### src/rtl/psk_pkg.sv
// ============================================================================
// Module : psk_pkg
// Brief  : Shared state encoding and mode constants for the PSK mode sequencer.
// Rev    : 1.0  initial release
// ============================================================================
`timescale 1ns/1ps
`default_nettype none

package psk_pkg;

    typedef logic [1:0] state_t;

    localparam state_t ST_ACQ    = 2'd0;
    localparam state_t ST_LOCKED = 2'd1;
    localparam state_t ST_DRAIN  = 2'd2;
    localparam state_t ST_SWITCH = 2'd3;

    localparam logic MODE_BPSK = 1'b1;
    localparam logic MODE_QPSK = 1'b0;

endpackage

`default_nettype wire

### src/rtl/psk_lock_detect.sv
// ============================================================================
// Module : psk_lock_detect
// Brief  : Saturating |error| compare and consecutive in-lock sample counter.
// Rev    : 1.0  initial release
// ============================================================================
`timescale 1ns/1ps
`default_nettype none

module psk_lock_detect #(
    parameter int WIDTH       = 16,
    parameter int LOCK_THRESH = 2048,
    parameter int LOCK_COUNT  = 64
) (
    input  logic             clk,
    input  logic             rst_n,
    input  logic             i_clear,
    input  logic             i_enable,
    input  logic [WIDTH-1:0] i_err_data,
    input  logic             i_err_valid,
    output logic             o_lock_hit,
    output logic             o_loss_hit
);

    localparam int                 c_cnt_w    = $clog2(LOCK_COUNT + 1);
    localparam logic [c_cnt_w-1:0] c_lock_cnt = c_cnt_w'(LOCK_COUNT);
    localparam logic [c_cnt_w-1:0] c_cnt_one  = c_cnt_w'(1);
    localparam logic [WIDTH:0]     c_lock_thr = (WIDTH + 1)'(LOCK_THRESH);
    localparam logic [WIDTH:0]     c_loss_thr = (WIDTH + 1)'(2 * LOCK_THRESH);
    localparam logic [WIDTH-1:0]   c_most_neg = {1'b1, {(WIDTH-1){1'b0}}};
    localparam logic [WIDTH-1:0]   c_most_pos = {1'b0, {(WIDTH-1){1'b1}}};
    localparam logic [WIDTH-1:0]   c_one      = WIDTH'(1);

    logic [WIDTH-1:0]   w_abs;
    logic [WIDTH:0]     w_abs_ext;
    logic               w_good;
    logic [c_cnt_w-1:0] r_cnt;
    logic [c_cnt_w-1:0] w_cnt_nxt;

    // The most negative code has no positive twin, so it saturates.
    always_comb begin
        w_abs = i_err_data;
        if (i_err_data == c_most_neg) begin
            w_abs = c_most_pos;
        end else if (i_err_data[WIDTH-1]) begin
            w_abs = ~i_err_data + c_one;
        end
    end

    assign w_abs_ext  = {1'b0, w_abs};
    assign w_good     = (w_abs_ext <= c_lock_thr);
    assign o_loss_hit = i_err_valid && (w_abs_ext > c_loss_thr);

    always_comb begin
        w_cnt_nxt = r_cnt;
        if (i_clear) begin
            w_cnt_nxt = '0;
        end else if (i_enable && i_err_valid) begin
            if (!w_good) begin
                w_cnt_nxt = '0;
            end else if (r_cnt != c_lock_cnt) begin
                w_cnt_nxt = r_cnt + c_cnt_one;
            end
        end
    end

    assign o_lock_hit = i_enable && !i_clear && (w_cnt_nxt == c_lock_cnt);

    always_ff @(posedge clk or negedge rst_n) begin
        if (!rst_n) begin
            r_cnt <= '0;
        end else begin
            r_cnt <= w_cnt_nxt;
        end
    end

endmodule

`default_nettype wire

### src/rtl/psk_mode_sequencer.sv
// ============================================================================
// Module : psk_mode_sequencer
// Brief  : BPSK/QPSK mode-change sequencer with drain, loop clear and lock
//          detection. Optional acquisition timeout: PSK_SEQ_TIMEOUT_EN.
// Rev    : 1.0  initial release
// ============================================================================
`timescale 1ns/1ps
`default_nettype none

module psk_mode_sequencer
    import psk_pkg::*;
#(
    parameter int WIDTH          = 16,
    parameter int DRAIN_CYCLES   = 4,
    parameter int LOCK_THRESH    = 2048,
    parameter int LOCK_COUNT     = 64,
    parameter int TIMEOUT_CYCLES = 4096
) (
    input  logic             clk,
    input  logic             rst_n,
    input  logic             mode_req_tdata,
    input  logic             mode_req_tvalid,
    output logic             mode_req_tready,
    input  logic [WIDTH-1:0] error_tdata,
    input  logic             error_tvalid,
    output logic             is_bpsk,
    output logic             loop_hold,
    output logic             loop_clr,
    output logic             locked,
    output logic             lock_fail,
    output logic             busy
);

    localparam int                   c_drain_w    = $clog2(DRAIN_CYCLES + 1);
    localparam logic [c_drain_w-1:0] c_drain_last = c_drain_w'(DRAIN_CYCLES - 1);
    localparam logic [c_drain_w-1:0] c_drain_one  = c_drain_w'(1);

    if (DRAIN_CYCLES < 1 || LOCK_COUNT < 1 || TIMEOUT_CYCLES < 1) begin : g_param_check
        $error("psk_mode_sequencer: DRAIN_CYCLES, LOCK_COUNT and TIMEOUT_CYCLES must be >= 1");
    end

    state_t               r_state;
    state_t               w_state_nxt;
    logic                 w_accept;
    logic                 w_start;
    logic                 w_lock_hit;
    logic                 w_loss_hit;
    logic                 w_drain_done;
    logic [c_drain_w-1:0] r_drain_cnt;
    logic                 r_req;

    logic w_hold_nxt, w_clr_nxt, w_locked_nxt, w_bpsk_nxt;
    logic r_is_bpsk, r_loop_hold, r_loop_clr, r_locked, r_busy;

    assign mode_req_tready = (r_state == ST_ACQ) || (r_state == ST_LOCKED);
    assign w_accept        = mode_req_tvalid && mode_req_tready;
    // A same-mode request while locked is a no-op; in ACQ every request restarts.
    assign w_start         = w_accept && ((r_state == ST_ACQ) || (mode_req_tdata != r_is_bpsk));
    assign w_drain_done    = (r_drain_cnt == c_drain_last);

    psk_lock_detect #(
        .WIDTH       (WIDTH),
        .LOCK_THRESH (LOCK_THRESH),
        .LOCK_COUNT  (LOCK_COUNT)
    ) u_lock_detect (
        .clk         (clk),
        .rst_n       (rst_n),
        .i_clear     (r_state != ST_ACQ),
        .i_enable    (r_state == ST_ACQ),
        .i_err_data  (error_tdata),
        .i_err_valid (error_tvalid),
        .o_lock_hit  (w_lock_hit),
        .o_loss_hit  (w_loss_hit)
    );

    always_ff @(posedge clk or negedge rst_n) begin
        if (!rst_n) begin
            r_state <= ST_ACQ;
        end else begin
            r_state <= w_state_nxt;
        end
    end

    always_comb begin
        w_state_nxt = r_state;
        case (r_state)
            ST_ACQ: begin
                if (w_start) begin
                    w_state_nxt = ST_DRAIN;
                end else if (w_lock_hit) begin
                    w_state_nxt = ST_LOCKED;
                end
            end
            ST_LOCKED: begin
                if (w_start) begin
                    w_state_nxt = ST_DRAIN;
                end else if (w_loss_hit) begin
                    w_state_nxt = ST_ACQ;
                end
            end
            ST_DRAIN: begin
                if (w_drain_done) begin
                    w_state_nxt = ST_SWITCH;
                end
            end
            default: begin
                w_state_nxt = ST_ACQ;
            end
        endcase
    end

    // Outputs are registered versions of the next-state decode.
    always_comb begin
        w_hold_nxt   = (w_state_nxt == ST_DRAIN) || (w_state_nxt == ST_SWITCH);
        w_clr_nxt    = (w_state_nxt == ST_SWITCH);
        w_locked_nxt = (w_state_nxt == ST_LOCKED);
        w_bpsk_nxt   = (w_state_nxt == ST_SWITCH) ? r_req : r_is_bpsk;
    end

    always_ff @(posedge clk or negedge rst_n) begin
        if (!rst_n) begin
            r_is_bpsk   <= MODE_BPSK;
            r_loop_hold <= 1'b0;
            r_loop_clr  <= 1'b0;
            r_locked    <= 1'b0;
            r_busy      <= 1'b0;
        end else begin
            r_is_bpsk   <= w_bpsk_nxt;
            r_loop_hold <= w_hold_nxt;
            r_loop_clr  <= w_clr_nxt;
            r_locked    <= w_locked_nxt;
            r_busy      <= w_hold_nxt;
        end
    end

    always_ff @(posedge clk or negedge rst_n) begin
        if (!rst_n) begin
            r_req       <= MODE_QPSK;
            r_drain_cnt <= '0;
        end else begin
            if (w_start) begin
                r_req <= mode_req_tdata;
            end
            if (r_state == ST_DRAIN) begin
                r_drain_cnt <= r_drain_cnt + c_drain_one;
            end else begin
                r_drain_cnt <= '0;
            end
        end
    end

`ifdef PSK_SEQ_TIMEOUT_EN
    localparam int                et_w   = $clog2(TIMEOUT_CYCLES + 1);
    localparam logic [et_w-1:0]   c_to_max  = et_w'(TIMEOUT_CYCLES);
    localparam logic [et_w-1:0]   c_to_last = et_w'(TIMEOUT_CYCLES - 1);
    localparam logic [et_w-1:0]   c_to_one  = et_w'(1);

    logic [et_w-1:0] r_to_cnt;
    logic            r_lock_fail;

    // Counts ACQ cycles since the last mode switch; saturates, flag is sticky.
    always_ff @(posedge clk or negedge rst_n) begin
        if (!rst_n) begin
            r_to_cnt    <= '0;
            r_lock_fail <= 1'b0;
        end else if (w_state_nxt == ST_SWITCH) begin
            r_to_cnt    <= '0;
            r_lock_fail <= 1'b0;
        end else if ((r_state == ST_ACQ) && (r_to_cnt != c_to_max)) begin
            r_to_cnt <= r_to_cnt + c_to_one;
            if (r_to_cnt == c_to_last) begin
                r_lock_fail <= 1'b1;
            end
        end
    end

    assign lock_fail = r_lock_fail;
`else
    assign lock_fail = 1'b0;
`endif

    assign is_bpsk   = r_is_bpsk;
    assign loop_hold = r_loop_hold;
    assign loop_clr  = r_loop_clr;
    assign locked    = r_locked;
    assign busy      = r_busy;

endmodule

`default_nettype wire
### config.mk
export PLATFORM = sky130hd
export DESIGN_NAME = psk_mode_sequencer
export DESIGN_NICKNAME = d
export VERILOG_FILES = /design/src/rtl/psk_pkg.sv /design/src/rtl/psk_lock_detect.sv /design/src/rtl/psk_mode_sequencer.sv
export SDC_FILE = /design/constraint.sdc
export NUM_CORES = 1
export LEC_CHECK = 0
export CAP_MARGIN = 20
export CORE_AREA = 2 2 69 55
export CTS_CLUSTER_DIAMETER = 80
export DETAILED_ROUTE_END_ITERATION = 6
export DIE_AREA = 0 0 71 57
export DONT_BUFFER_PORTS = 1
export PLACE_DENSITY_LB_ADDON = 0.3
export SYNTH_ARGS = -nofsm -noshare
export SYNTH_HDL_FRONTEND = slang
export SYNTH_HIERARCHICAL = 1
export SYNTH_SLANG_ARGS = --single-unit
### constraint.sdc
create_clock -name clk -period 3.5 [get_ports clk]
set_input_delay 0.35 -clock clk [delete_from_list [all_inputs] [get_ports clk]]
set_output_delay 0.35 -clock clk [all_outputs]
set_load 0.02 [all_outputs]
==> Word level (Yosys, flattened, before mapping) <==
Index checks and enable logic that the tools add are counted.
Widths: inputs -> output; s select.
{ "word_totals": {"reg_bits": 17, "in_bits": 21, "out_inout_bits": 7, "elab_cells": 49} }
{ "classes": {"n_addsub": 3, "order_cmp": 2, "eq_ne": 10, "n_mux": 13, "bitwise_logic": 1, "n_reduce_logical": 12} }
{ "op_table": {"columns": ["op", "n"], "rows": [
  ["$mux 16", 2],
  ["$mux 7", 4],
  ["$add 16x1->16 const B", 1],
  ["$eq 16x16->1 const B", 1],
  ["$gt 16x13->1 const B", 1],
  ["$le 16x12->1 const B", 1],
  ["$not 16->16", 1],
  ["$mux 2", 5],
  ["$add 7x1->7 const B", 1],
  ["$eq 7x7->1 const B", 1],
  ["$ne 7x7->1 const B", 1],
  ["$eq 2x2->1 const B", 3],
  ["$logic_and 1x1->1", 6],
  ["$pmux 2 s3", 1],
  ["$eq 2x1->1 const B", 2],
  ["$add 3x1->3 const B", 1],
  ["$eq 3x2->1 const B", 1],
  ["$logic_or 1x1->1", 3],
  ["$mux 3", 1],
  ["$logic_not 2->1", 1],
  ["$reduce_bool 2->1", 1],
  ["$logic_not 1->1", 1],
  ["$ne 1x1->1", 1]
]} }

==> Logic depth before layout (Yosys ltp) <==
{ "depth": {"word_depth": 15, "mapped_depth": 12, "ltp_nobuf": 11} }

==> Modules after synthesis <==
The synthesis kept the hierarchy.
{ "modules_own_cells": {"columns": ["module", "instances", "cells_per_inst", "area_each_um2", "seq_area_each_um2"], "rows": [
  ["psk_lock_detect", 1, 144, 1149.9, 175.2],
  ["psk_mode_sequencer", 1, 42, 457.9, 251.5]
]} }

==> Worst setup path after synthesis <==
No wires, ideal clock.
{ "synth_timing": {"kind": "input to register", "start": "input error_tdata[0]", "end": "register r_state[0]", "setup_ns": 0.104, "arrival_ns": 2.479, "required_time_ns": 3.396, "setup_slack_ns": 0.918, "path_stages": 12, "n_path_buf": 1, "cell_sequence": "inv_1 -> ha_1 -> buf_2 -> nor3b_1 -> o2111ai_1 -> o21ai_0 -> a2bb2oi_2 -> nand3_1 -> o311a_1 -> nand2b_1 -> a211o_1 -> o311ai_1"} }
{ "synth_via": {"word_cells_on_any_way": 18, "cone_classes": "1 x add/sub; 2 x order compare; 2 x eq/ne; 10 x mux; 1 x bitwise; 2 x reduce/logical"} }
{ "synth_lines": {"columns": ["item", "line", "text"], "rows": [
  ["start: declaration", "psk_mode_sequencer.sv:24", "input logic [WIDTH-1:0] error_tdata,"],
  ["$not 16->16", "psk_lock_detect.sv:45", "w_abs = ~i_err_data + c_one;"],
  ["$add 16x1->16", "psk_lock_detect.sv:45", null],
  ["$mux 16", "psk_lock_detect.sv:44", "end else if (i_err_data[WIDTH-1]) begin"],
  ["$mux 16 (*)", "psk_lock_detect.sv:42", "if (i_err_data == c_most_neg) begin"],
  ["$gt 16x13->1 (*)", "psk_lock_detect.sv:51", "assign o_loss_hit = i_err_valid && (w_abs_ext > c_loss_thr);"],
  ["$logic_and 1x1->1 (*)", "psk_lock_detect.sv:51", null],
  ["via w_loss_hit", "psk_mode_sequencer.sv:47", "logic w_loss_hit;"],
  ["$mux 2 (*)", "psk_mode_sequencer.sv:97", "end else if (w_loss_hit) begin"],
  ["$mux 2 (*)", "psk_mode_sequencer.sv:95", "if (w_start) begin"],
  ["$pmux 2 s3 (*)", "psk_mode_sequencer.sv:86", "case (r_state)"],
  ["via w_state_nxt[0]", "psk_mode_sequencer.sv:43", "state_t w_state_nxt;"],
  ["end signal: assignment", "psk_mode_sequencer.sv:80", "r_state <= w_state_nxt;"],
  ["end: declaration", "psk_mode_sequencer.sv:42", "state_t r_state;"]
]} }
Mark *: on every way through the listed nets, which the timed path passes. The rest lies on a longest branch.
A chain may end at the register's enable or synchronous reset.

==> Final worst setup path <==
{ "layout_timing": {"start": "register r_state[1]", "end": "register r_state[0]"} }
{ "layout_via": {"elab_chain_cells": 9, "word_cells_on_any_way": 19, "cone_classes": "3 x eq/ne; 6 x mux; 10 x reduce/logical"} }
{ "layout_lines": {"columns": ["item", "line", "text"], "rows": [
  ["$logic_not 2->1", "psk_mode_sequencer.sv:69", ".i_enable (r_state == ST_ACQ),"],
  ["$logic_and 1x1->1", "psk_lock_detect.sv:57", "end else if (i_enable && i_err_valid) begin"],
  ["$mux 7", "psk_lock_detect.sv:57", null],
  ["$mux 7", "psk_lock_detect.sv:55", "if (i_clear) begin"],
  ["$eq 7x7->1", "psk_lock_detect.sv:66", "assign o_lock_hit = i_enable && !i_clear && (w_cnt_nxt == c_lock_cnt);"],
  ["$logic_and 1x1->1 (*)", "psk_lock_detect.sv:66", null],
  ["via w_lock_hit", "psk_mode_sequencer.sv:46", "logic w_lock_hit;"],
  ["$mux 2 (*)", "psk_mode_sequencer.sv:90", "end else if (w_lock_hit) begin"],
  ["$mux 2 (*)", "psk_mode_sequencer.sv:88", "if (w_start) begin"],
  ["$pmux 2 s3 (*)", "psk_mode_sequencer.sv:86", null],
  ["via w_state_nxt[0]", "psk_mode_sequencer.sv:43", null]
]} }
Marks and branches as above.

==> flow_metrics.py <==
metrics = {
    "power": {
        "p_total_uw": 652,
        "p_leak_uw": 0.000587,
        "p_per_area_nw_per_um2": 393,
        "peakVddDrop_uv": 386,
    },
    "cts": {
        "clkSinkCount": 17,
        "cts_buffers": 3,
        "clock_latency_ns": 0.26,
        "clk_pin_slew_ns": 0.07,
        "ctsResizeCount": 0,
        "cts_root_buf": "clkbuf_8",
        "cts.path.max_buffers": 2,
        "ctsHoldBuffers": 1,
        "cts_setup_buffers": 0,
        "htreeDepth": 1,
        "cts_tree": "done",
    },
    "yosys": {
        "netlist_area_um2": 1610,
        "synthTopCellsByArea": "dfrtp_1, nor2_1, ha_1",
        "synthesis.nets": 212,
        "yosysTopAreaCell": "dfrtp_1",
        "async_flop_share": 1.00,
        "avgSynthCellArea_um2": 8.64,
        "synth_seq_cells": 17,
        "seq_area_frac_synth": 0.265,
        "synth_top_area_frac": 0.249,
        "synth_cell_types": 64,
        "synthCells": 186,
        "synth_ff_type": "dfrtp_1",
        "yosysWarnings": 6,
        "synth_edf_count": 0,
        "ys_top_cells_by_count": "nor2_1, dfrtp_1, nand2_1",
        "yosys.cell_count.top_type": "nor2_1",
    },
    "layout": {
        "diodes": 0,
        "final_area_um2": 1660,
        "layout.nets": 209,
        "drive_gt1_frac": 0.132,
        "area_growth_pct": 3.11,
    },
    "floorplan": {
        "die_x_um": 71,
        "num_rows": 19,
        "start_util": 0.466,
        "die_h_um": 57,
        "dieArea_um2": 4050,
        "boundaryPins": 28,
        "coreArea_um2": 3450,
    },
    "detailed_routing": {
        "drc_errors": 0,
        "avgViaCountPerCell": 6.42,
        "vias": 1438,
        "totalWireLength_mm": 3.64,
        "wl_per_cell_um": 16.2,
        "firstDrtPassIters": 4,
        "drt_iter0_drc": 120,
        "ant_nets": 0,
    },
    "worst_hold_path": {
        "hp-class": "input port to flip-flop",
        "hp-start": "mode_req_tdata",
        "worstHoldEndpoint": "r_req",
        "hold_depth": 1,
    },
    "worst_setup_path": {
        "crit_arrival_ns": 2.95,
        "crit_required_ns": 3.66,
        "crit_top_cell": "nor2_1",
        "r2r_setup_slack_ns": 0.71,
        "cp_max_fo": 12,
        "critPathTopFamily": "compound AO/OA/AOI/OAI gates",
        "cp_cell_sequence": "nor2_1, and2_1, o31a_1, o2111ai_1, a2111oi_0, nand4_1, nor2_1, nand2b_1, a211o_1, o311ai_1",
        "slowest_delay_ns": 0.49,
        "critPathCaptureType": "flip-flop",
        "critPathKind": "flip-flop to flip-flop",
        "regToRegStartpoint": "r_state[1]",
        "path_buf_inv": 0,
        "critPathLaunchType": "flip-flop",
        "r2r_end": "r_state[0]",
        "critPathLaunch": "r_state[1]",
        "worstRegToRegCells": 10,
        "slowest_stage": "dfrtp_1",
    },
    "global_route": {
        "grt_start_max_net_pins": 18,
        "grt_util_all_layers": 0.191,
        "antenna_found_initial": 0,
        "overflow": 0,
        "grt_first_pass_wirelength_mm": 6.35,
        "grt_pass1_vias": 1373,
    },
    "placed_design": {
        "port_buffers": 0,
        "gp_congestion": 0.915,
        "place_area_um2": 1600,
        "dp_hpwl_mm": 2.79,
    },
    "sta": {
        "clock.fmax_mhz": 359,
        "finalSetupViolations": 0,
        "tightest_slew_ns": 0.774,
        "final.setup.tns_ns": 0,
        "timing.slew.headroom": 0.482,
        "holdWs_ns": 0.235,
        "rsz0062_at_grt": "false",
        "min_period_ns": 2.79,
        "finClkSkew_ns": 0.00351,
        "drv_slew": 0,
        "hold_viol_final": 0,
        "period_share": 0.797,
    },
    "status": {
        "status": "complete, no violations",
    },
    "job": {
        "drv_cap": 0,
    },
}
## layer usage
metal  vias to the layer above  wire length (um)  GRT usage
li1                        690                 -          -
met1                       681              1770      0.289
met2                        67              1530      0.280
met3                         0               341     0.0495
met4                         0                 0     0.0323
met5                         -                 0          0
## placed cells by master, fill, tap and decap left out, types with 4 or more instances in the layout
master	instances
nor2_1	18
nor3b_2	4
nand2_1	14
nand3_1	7
o211ai_1	5
nor4b_1	4
ha_1	5
inv_1	12
mux2i_1	4
nor3_1	8
o21ai_0	4
a21oi_1	4
dfrtp_1	16
## how the worst max path moves through the flow
stage | end | slack (ns) | depth (start not counted)
detailed placement | r_state[0] | 0.60 | 11
floorplan | r_state[0] | 0.92 | 12
global route | r_state[0] | 0.49 | 10
finish | r_state[0] | 0.71 | 10
global placement | r_state[0] | 0.60 | 11
CTS | r_state[0] | 0.77 | 10
## metrics by stage
stage                     cells  utilization  setup WS (ns)
after floorplan             186            -          0.918
after global placement      219        0.464          0.600
after detailed placement    219        0.464          0.597
after CTS                   224        0.481          0.766
after global routing        224        0.481          0.487
final                       224        0.481          0.712
## cell type report
class / instances / area (um^2)
clock buffers: 3 / 41.3
inverters: 14 / 55.1
repair buffers: 1 / 10.0
fillers: 340 / 1790
clock inverters: 1 / 7.51
flip-flops and latches: 17 / 427
multi-input cells: 146 / 1060
well taps: 42 / 52.6
## state kept, by name (all words and copies together), names as in the netlist
register,count
r_req,1
r_state,2
u_lock_detect/r_cnt,7
is_bpsk,1
loop_clr,1
locked,1
busy,1
r_drain_cnt,3
## power by group
group	switching, uW	total (uW)	internal [uW]
clock network	73.8	154	80.2
registers	53.4	293	240
logic	116	205	89.1
total	243	652	409
## cells by family after synthesis
kind of cell,after synthesis,synth area share
fa+ha+maj,5,0.0389
mux,5,0.0319
xor+xnor,5,0.0272
flops,17,0.265
buf+inv,23,0.0724
simple gates,88,0.346
other cells,1,0.00233
compound gates,42,0.216
## worst reg2reg max path, stage by stage, from the launching register on
cell and delay (ns):
dfrtp_1 0.49, nor2_1 0.21, and2_1 0.43, o31a_1 0.33, o2111ai_1 0.13, a2111oi_0 0.38, nand4_1 0.16, nor2_1 0.12
nand2b_1 0.06, a211o_1 0.30, o311ai_1 0.08
Note: power is estimated with default switching activity, not from simulation.
